### config.mk
export PLATFORM = sky130hd
export DESIGN_NAME = section1_4bit_up_counter
export DESIGN_NICKNAME = d
export VERILOG_FILES = /design/src/rtl/section1_4bit_up_counter_pkg.sv /design/src/rtl/section1_4bit_up_counter_core.sv /design/src/rtl/section1_4bit_up_counter.sv
export SDC_FILE = /design/constraint.sdc
export NUM_CORES = 1
export LEC_CHECK = 0
export CELL_PAD_IN_SITES_DETAIL_PLACEMENT = 0
export CELL_PAD_IN_SITES_GLOBAL_PLACEMENT = 1
export CORE_AREA = 2 2 39 41
export CTS_CLUSTER_DIAMETER = 80
export DETAILED_ROUTE_END_ITERATION = 10
export DIE_AREA = 0 0 41 43
export GPL_ROUTABILITY_DRIVEN = 0
export HOLD_SLACK_MARGIN = 0.06
export PLACE_DENSITY_LB_ADDON = 0.1
export SYNTH_ARGS = -nofsm -noshare
export SYNTH_HDL_FRONTEND = slang
export SYNTH_SLANG_ARGS = --single-unit
export TNS_END_PERCENT = 50
### constraint.sdc
create_clock -name clk -period 1.6 [get_ports clk]
set_input_delay 0.32 -clock clk [delete_from_list [all_inputs] [get_ports clk]]
set_output_delay 0.32 -clock clk [all_outputs]
set_load 0.01 [all_outputs]
### src/rtl/section1_4bit_up_counter_pkg.sv
// Shared constants and helpers for the free-running up-counter.
package section1_4bit_up_counter_pkg;

    localparam int unsigned DEFAULT_DATA_SIZE = 4;

    // All-ones terminal value for a counter of the given width (1..32).
    function automatic logic [31:0] all_ones(input int unsigned width);
        return 32'((64'd1 << width) - 64'd1);
    endfunction

endpackage

### src/rtl/section1_4bit_up_counter_core.sv
// Generic register-plus-incrementer; wraps modulo 2^WIDTH, async active-high clear.
module section1_4bit_up_counter_core
    import section1_4bit_up_counter_pkg::*;
#(
    parameter int unsigned WIDTH = DEFAULT_DATA_SIZE
) (
    input  logic             clk,
    input  logic             rst,
    output logic [WIDTH-1:0] count
);

    always_ff @(posedge clk or posedge rst) begin
        if (rst) begin
            count <= '0;
        end else begin
            count <= count + WIDTH'(1);
        end
    end

endmodule

### src/rtl/section1_4bit_up_counter.sv
// Free-running up-counter with terminal-count decode; reset_n is active-high.
module section1_4bit_up_counter
    import section1_4bit_up_counter_pkg::*;
#(
    parameter int unsigned DATA_SIZE = DEFAULT_DATA_SIZE
) (
    input  logic                 clk,
    input  logic                 reset_n,
    output logic [DATA_SIZE-1:0] q_out,
    output logic                 tc_out
);

    localparam logic [DATA_SIZE-1:0] TERMINAL = DATA_SIZE'(all_ones(DATA_SIZE));

    section1_4bit_up_counter_core #(
        .WIDTH (DATA_SIZE)
    ) u_core (
        .clk   (clk),
        .rst   (reset_n),
        .count (q_out)
    );

    // Decoded straight from the count register, so it is low whenever reset holds q_out at 0.
    assign tc_out = (q_out == TERMINAL);

endmodule

==> results.cfg, run 1 <==
[status]
status = finished clean

[detailed_routing]
vias = 132
totalWireLength_um = 349
route.detailed.drc = 0
drtIter0Drc = 2
wl_per_cell_um = 8.949
dr.pass1.iters = 2
postRouteAntennaNets = 0
vias_per_cell = 3.385

[timing]
holdWs_ns = 0.2710
setup_viol = 0
setup_tns_ns = 0
rsz0062_at_grt = false
period_needed_ns = 1.488
clock_skew_ns = 0.003598
min_period_over_period = 0.9298
hold_viol = 0
slew-limit-headroom = 0.8854
fmax_ghz = 0.6722
tightest_slew_ns = 0.1718
finalMaxSlewViolations = 0

[worst_setup_path]
critPathCaptureType = output pin
worstSetupStartpoint = u_core.count[2]
ff2ff_path_depth = 3
path_max_fanout = 4
criticalPathCategory = flip-flop to output pin
cp.arrival_ns = 1.17
rrSetupSlack_ns = 0.61
slowest_stage = clkdlybuf4s50_1
crit_chain = clkdlybuf4s50_1
slowest_delay_ns = 0.54
timing.rr.start = u_core.count[0]
timing.rr.end = u_core.count[2]
crit_buf_inv = 1
crit_cells = 1
required_ns = 1.28
start_kind = flip-flop
critPathCapture = q_out[2]
crit_family = buffers and inverters

[global_route]
grt-ovfl-total = 0
grt_pass1_wl_um = 641
grt_pass1_vias = 153
grt_use_total = 0.06640
antenna_found_initial = 0
grt_max_degree = 5

[job]
maxCapViolations = 0

[floorplan]
io_pins = 7
rows = 14
initial_core_util = 0.1121
dieArea_um2 = 1763
die_w_um = 41
fp.coreArea_um2 = 1384
die_y_um = 43

[cts]
cts_root_buffer = clkbuf_4
cts_buffers = 3
cts.sinks = 4
clk_pin_slew_ns = 0.04
cts_setup_buffers = 0
cts_max_path_buffers = 2
cts_tree = built
insertion_delay_ns = 0.23
htree_levels = 1

[cells_and_area]
fill_cells = 147
antenna_cells = 0
drive_gt1_frac = 0.4348
largest_reg_flops = 4
syn_to_final_growth_pct = 81.45
mostFrequentLayoutCells = 3 x clkbuf_4, 3 x clkdlybuf4s50_1, 3 x buf_4, 3 x dfrtp_1
reg_top3 = u_core.count (4)
regMostFlops = u_core.count
nets = 28

[power]
power.leakage_nw = 0.1604
vdd_drop_max_v = 0.0004077
p_per_area_nw_per_um2 = 826.2

[logic_synthesis]
syn_avg_cell_area_um2 = 14.10
synth_compound_area_frac = 0
synth.net_count = 14
ys_seq_area_frac = 0.6452
yosys.area_share.adder = 0.08065
netlist_area_um2 = 155.1
ys_seq_elements = 4
synth_top_family_by_area = simple AND/OR/NAND/NOR gates
yosysWarnings = 0
syn_inst = 11
yosys.area_share.xor_xnor = 0.1129
synth_cell_types = 7
synth_simple_gate_area_share = 0.1129
synthMuxAreaShare = 0

[placed_design]
portBuffers = 6
hpwl_um = 246.7

[worst_hold_path]
hp-class = input pin to async pin
## final cells by class
class | instances | area (um2) | area share
timing repair buffer | 9 | 82.58 | 0.2933
sequential | 4 | 101.3 | 0.3600
multi-input combinational | 5 | 47.55 | 0.1689
tap | 16 | 20.02 | 0.07111
inverter | 2 | 7.507 | 0.02667
clock buffer | 3 | 22.52 | 0.08000
## cell usage after synthesis
cell type	n	area [um2]
and3_2	1	7.510
dfrtp_1	4	100.1
ha_1	1	12.51
inv_1	2	7.510
nand3_2	1	10.01
xnor2_1	1	8.760
xor2_1	1	8.760
## routing by layer
layer	global-route usage	wire length, um	part of all wire	up-vias
met1	0.05825	162	0.46	62
met3	0.09424	51	0.15	2
li1	-	-	-	60
met4	0.04000	7	0.020	0
met5	0	0	0	-
met2	0.07500	127	0.36	8
## what timing repair did
action	CTS	global route
endpoints found under the setup margin	1	4
resized for setup	2	4
hold buffers	0	0
## logic make-up (layout without fill, tap and decap cells)
group / after synthesis / after routing
simple gates: 2 / 2
buf+inv: 2 / 14
xor+xnor: 2 / 2
flops: 4 / 4
fa+ha+maj: 1 / 1
## power by group
group          switching (mW)  internal (mW)  total (mW)
clock                  0.0424         0.0840       0.126
sequential                  0          0.102       0.102
combinational         0.00230        0.00227     0.00457
total                  0.0447          0.188       0.233
## worst min-delay path by stage
stage,from,endpoint,slack [ns],depth (start not counted)
floorplan,reset_n,u_core.count[0],0.09,1
global placement,u_core.count[3],u_core.count[3],0.48,1
detailed placement,u_core.count[3],u_core.count[3],0.49,1
CTS,reset_n,u_core.count[3],0.27,2
global route,reset_n,u_core.count[3],0.30,2
finish,reset_n,u_core.count[3],0.27,2
## through the flow
step                      total power [mW]  setup WS (ns)  utilization  std cells  instance area (um2)
after global placement              0.1079        0.03216       0.1863         36                257.7
after global routing                0.2560        0.04297       0.2034         39                281.5
after CTS                           0.2407        0.02922       0.2025         39                280.3
after floorplan                     0.1047         0.4118            -         11                155.1
after detailed placement            0.1078        0.03879       0.1863         36                257.7
final                               0.2326         0.1123       0.2034         39                281.5
Note: power is estimated with default switching activity, not from simulation.
==> run 2, diff against run 1 <==
MAX_ROUTING_LAYER = met4   (was unset)
==> results.cfg, run 2 (same netlist as run 1, synthesis figures left out) <==
[worst_setup_path]
ff2ff_path_depth = 3
path_max_fanout = 4
required_ns = 1.28
critPathCaptureType = output pin
timing.rr.end = u_core.count[2]
rrSetupSlack_ns = 0.61
timing.rr.start = u_core.count[0]
crit_cells = 1
slowest_stage = clkdlybuf4s50_1
crit_buf_inv = 1
crit_family = buffers and inverters
crit_chain = clkdlybuf4s50_1
cp.arrival_ns = 1.17
slowest_delay_ns = 0.54
criticalPathCategory = flip-flop to output pin
start_kind = flip-flop

[floorplan]
dieArea_um2 = 1763
initial_core_util = 0.1121
rows = 14
die_w_um = 41
fp.coreArea_um2 = 1384
die_y_um = 43
io_pins = 7

[timing]
period_needed_ns = 1.488
tightest_slew_ns = 0.1718
min_period_over_period = 0.9298
clock_skew_ns = 0.003554
setup_viol = 0
finalMaxSlewViolations = 0
hold_viol = 0
fmax_ghz = 0.6722
setup_tns_ns = 0
rsz0062_at_grt = false
slew-limit-headroom = 0.8854

[cts]
cts_setup_buffers = 0
cts_buffers = 3
cts_root_buffer = clkbuf_4
insertion_delay_ns = 0.23
cts_tree = built
cts_max_path_buffers = 2
cts.sinks = 4
htree_levels = 1
clk_pin_slew_ns = 0.04

[power]
vdd_drop_max_v = 0.0004078
p_per_area_nw_per_um2 = 826.3
power.leakage_nw = 0.1604
p_total_mw = 0.2326

[detailed_routing]
totalWireLength_um = 349
dr.pass1.iters = 2
vias = 132
wl_per_cell_um = 8.949
postRouteAntennaNets = 0
vias_per_cell = 3.385
drtIter0Drc = 2
route.detailed.drc = 0

[cells_and_area]
nets = 28
largest_reg_flops = 4
regMostFlops = u_core.count
mostFrequentLayoutCells = 3 x clkbuf_4, 3 x clkdlybuf4s50_1, 3 x buf_4, 3 x dfrtp_1
syn_to_final_growth_pct = 81.45
antenna_cells = 0
reg_top3 = u_core.count (4)
drive_gt1_frac = 0.4348

[global_route]
antenna_found_initial = 0
grt_use_total = 0.06804
grt-ovfl-total = 0
grt_max_degree = 5
grt_pass1_vias = 157
grt_pass1_wl_um = 634

[status]
status = finished clean

[placed_design]
portBuffers = 6
hpwl_um = 246.7

[job]
maxCapViolations = 0

[worst_hold_path]
hp-class = input pin to async pin
[run 2: cell counts in the layout (fill, tap and decap cells not counted)]
Identical to the previous run, type by type.
[run 2: final cells by class]
cell class | count | area [um2]
Multi-Input combinational cell | 5 | 47.55
Fill cell | 147 | 1102
Sequential cell | 4 | 101.3
Tap cell | 16 | 20.02
Timing Repair Buffer | 9 | 82.58
Inverter | 2 | 7.507
Clock buffer | 3 | 22.52
[run 2: layer usage]
| layer | track usage | share of wire | up-vias |
|---|---|---|---|
| met5 | - | 0 | - |
| met4 | 0.04000 | 0.020 | 0 |
| met3 | 0.09424 | 0.15 | 2 |
| met2 | 0.07500 | 0.36 | 8 |
| met1 | 0.05825 | 0.46 | 62 |
| li1 | - | - | 60 |
[run 2: metrics by stage]
| step | cells | cell area [um2] | hold WS [ns] | setup slack [ns] | utilization |
|---|---|---|---|---|---|
| after floorplan | 11 | 155.1 | 0.08608 | 0.4118 | - |
| after global routing | 39 | 281.5 | 0.2952 | 0.04297 | 0.2034 |
| after detailed placement | 36 | 257.7 | 0.4876 | 0.03879 | 0.1863 |
| final | 39 | 281.5 | 0.2711 | 0.1123 | 0.2034 |
| after global placement | 36 | 257.7 | 0.4815 | 0.03216 | 0.1863 |
| after CTS | 39 | 280.3 | 0.2707 | 0.02922 | 0.2025 |
[run 2: worst max path at each step]
stage                               start       end
final                     u_core.count[2]  q_out[2]
after global routing      u_core.count[2]  q_out[2]
after CTS                 u_core.count[0]    tc_out
after detailed placement  u_core.count[0]    tc_out
after global placement    u_core.count[0]    tc_out
after floorplan           u_core.count[0]    tc_out
[run 2: repair_timing]
action,4_1_cts,5_1_grt
gates resized for setup,2,4
endpoints found under the setup margin,1,4
hold buffers,0,0
[run 2: power breakdown]
part           switching, mW  total, mW  internal [mW]
logic                0.00230    0.00457        0.00227
clock network         0.0424      0.126         0.0840
registers                  0      0.102          0.102
total                 0.0447      0.233          0.188
[run 2: worst register-to-register path, cell delays in order (launching register included)]
cell	delay [ns]
dfrtp_1	0.38
ha_1	0.22
buf_4	0.13
xor2_1	0.14
==> run 3, diff against run 2 <==
CAP_MARGIN = 20   (was unset)
GPL_ROUTABILITY_DRIVEN = unset   (was 0)
RECOVER_POWER = 100   (was unset)
==> results.cfg, run 3 (same netlist as run 1, synthesis figures left out) <==
[status]
status = finished clean

[floorplan]
die_w_um = 41
initial_core_util = 0.1121
dieArea_um2 = 1763
fp.coreArea_um2 = 1384
die_y_um = 43
io_pins = 7
rows = 14

[worst_setup_path]
crit_family = buffers and inverters
required_ns = 1.28
cp.arrival_ns = 1.17
slowest_stage = clkdlybuf4s50_1
ff2ff_path_depth = 3
path_max_fanout = 4
rrSetupSlack_ns = 0.62
start_kind = flip-flop
slowest_delay_ns = 0.54
timing.rr.start = u_core.count[0]
critPathCaptureType = output pin
crit_chain = clkdlybuf4s50_1
timing.rr.end = u_core.count[2]
criticalPathCategory = flip-flop to output pin
crit_buf_inv = 1

[cells_and_area]
largest_reg_flops = 4
regMostFlops = u_core.count
final_common_cell = clkbuf_4
antenna_cells = 0
nets = 28
reg_top3 = u_core.count (4)
drive_gt1_frac = 0.3478
syn_to_final_growth_pct = 75.00
mostFrequentLayoutCells = 4 x clkbuf_4, 3 x dfrtp_1

[timing]
tightest_slew_ns = 0.1688
rsz0062_at_grt = false
setup_viol = 0
min_period_over_period = 0.9304
slew-limit-headroom = 0.8873
setup_tns_ns = 0
period_needed_ns = 1.489
setup_ws_ns = 0.1114
fmax_ghz = 0.6718
finalMaxSlewViolations = 0
clock_skew_ns = 0.003601
hold_viol = 0
holdWs_ns = 0.4076

[power]
p_per_area_nw_per_um2 = 855.0
power.leakage_nw = 0.1350
vdd_drop_max_v = 0.0003989

[cts]
insertion_delay_ns = 0.24
cts.sinks = 4
htree_levels = 1
cts_max_path_buffers = 2
clk_pin_slew_ns = 0.04
cts_setup_buffers = 0
ctsHoldBuffers = 0
cts_root_buffer = clkbuf_4
cts_buffers = 3
cts_tree = built

[detailed_routing]
drtIter0Drc = 1
postRouteAntennaNets = 0
route.detailed.drc = 0
dr.pass1.iters = 2
totalWireLength_um = 356
vias_per_cell = 3.256
vias = 127
wl_per_cell_um = 9.128

[placed_design]
dp_slack_ns = 0.03879
gp_congestion = 0.6116
portBuffers = 6
hpwl_um = 246.7

[global_route]
grt_pass1_wl_um = 634
grt_pass1_vias = 157
antenna_found_initial = 0
grt-ovfl-total = 0
grt_max_degree = 5
grt_use_total = 0.06804

[job]
maxCapViolations = 0

[worst_hold_path]
hp-class = input pin to async pin
run 3: worst max-delay path by stage:
stage	start	endpoint	slack [ns]	cells past startpoint
2_1_floorplan	u_core.count[0]	tc_out	0.41	2
3_3_place_gp	u_core.count[0]	tc_out	0.03	3
3_5_place_dp	u_core.count[0]	tc_out	0.04	3
4_1_cts	u_core.count[0]	tc_out	0.03	3
5_1_grt	u_core.count[2]	q_out[2]	0.04	1
6_report	u_core.count[2]	q_out[2]	0.11	1
run 3: power breakdown:
group	total, mW	leakage [nW]	switching (mW)	internal, mW
logic	0.00405	0.0711	0.00226	0.00179
registers	0.102	0.0502	0	0.102
clock network	0.126	0.0138	0.0424	0.0840
run 3: area by class of cell:
cell class                      count  area, um2
Multi-Input combinational cell      5      47.55
Fill cell                         152       1112
Inverter                            2      7.507
Clock buffer                        3      22.52
Sequential cell                     4      101.3
Timing Repair Buffer                9      72.57
Tap cell                           16      20.02
run 3: layer usage:
| metal | up-vias | part of all wire | routed length [um] | global-route usage |
|---|---|---|---|---|
| met5 | - | 0 | 0 | - |
| li1 | 59 | - | - | - |
| met3 | 0 | 0.14 | 49 | 0.09424 |
| met2 | 8 | 0.38 | 134 | 0.07500 |
| met4 | 0 | 0 | 0 | 0.04000 |
| met1 | 60 | 0.48 | 172 | 0.05825 |
run 3: repair_timing:
action | in CTS | in global routing
cloned | 0 | 0
setup endpoints to repair | 1 | 4
resized for setup | 2 | 4
run 3: through the flow:
step                        util  cells  instance area (um2)  total power, mW
after global routing      0.1962     39                271.5           0.2556
final                     0.1962     39                271.5           0.2322
after global placement    0.1863     36                257.7           0.1079
after detailed placement  0.1863     36                257.7           0.1078
after CTS                 0.2025     39                280.3           0.2407
after floorplan                -     11                155.1           0.1047
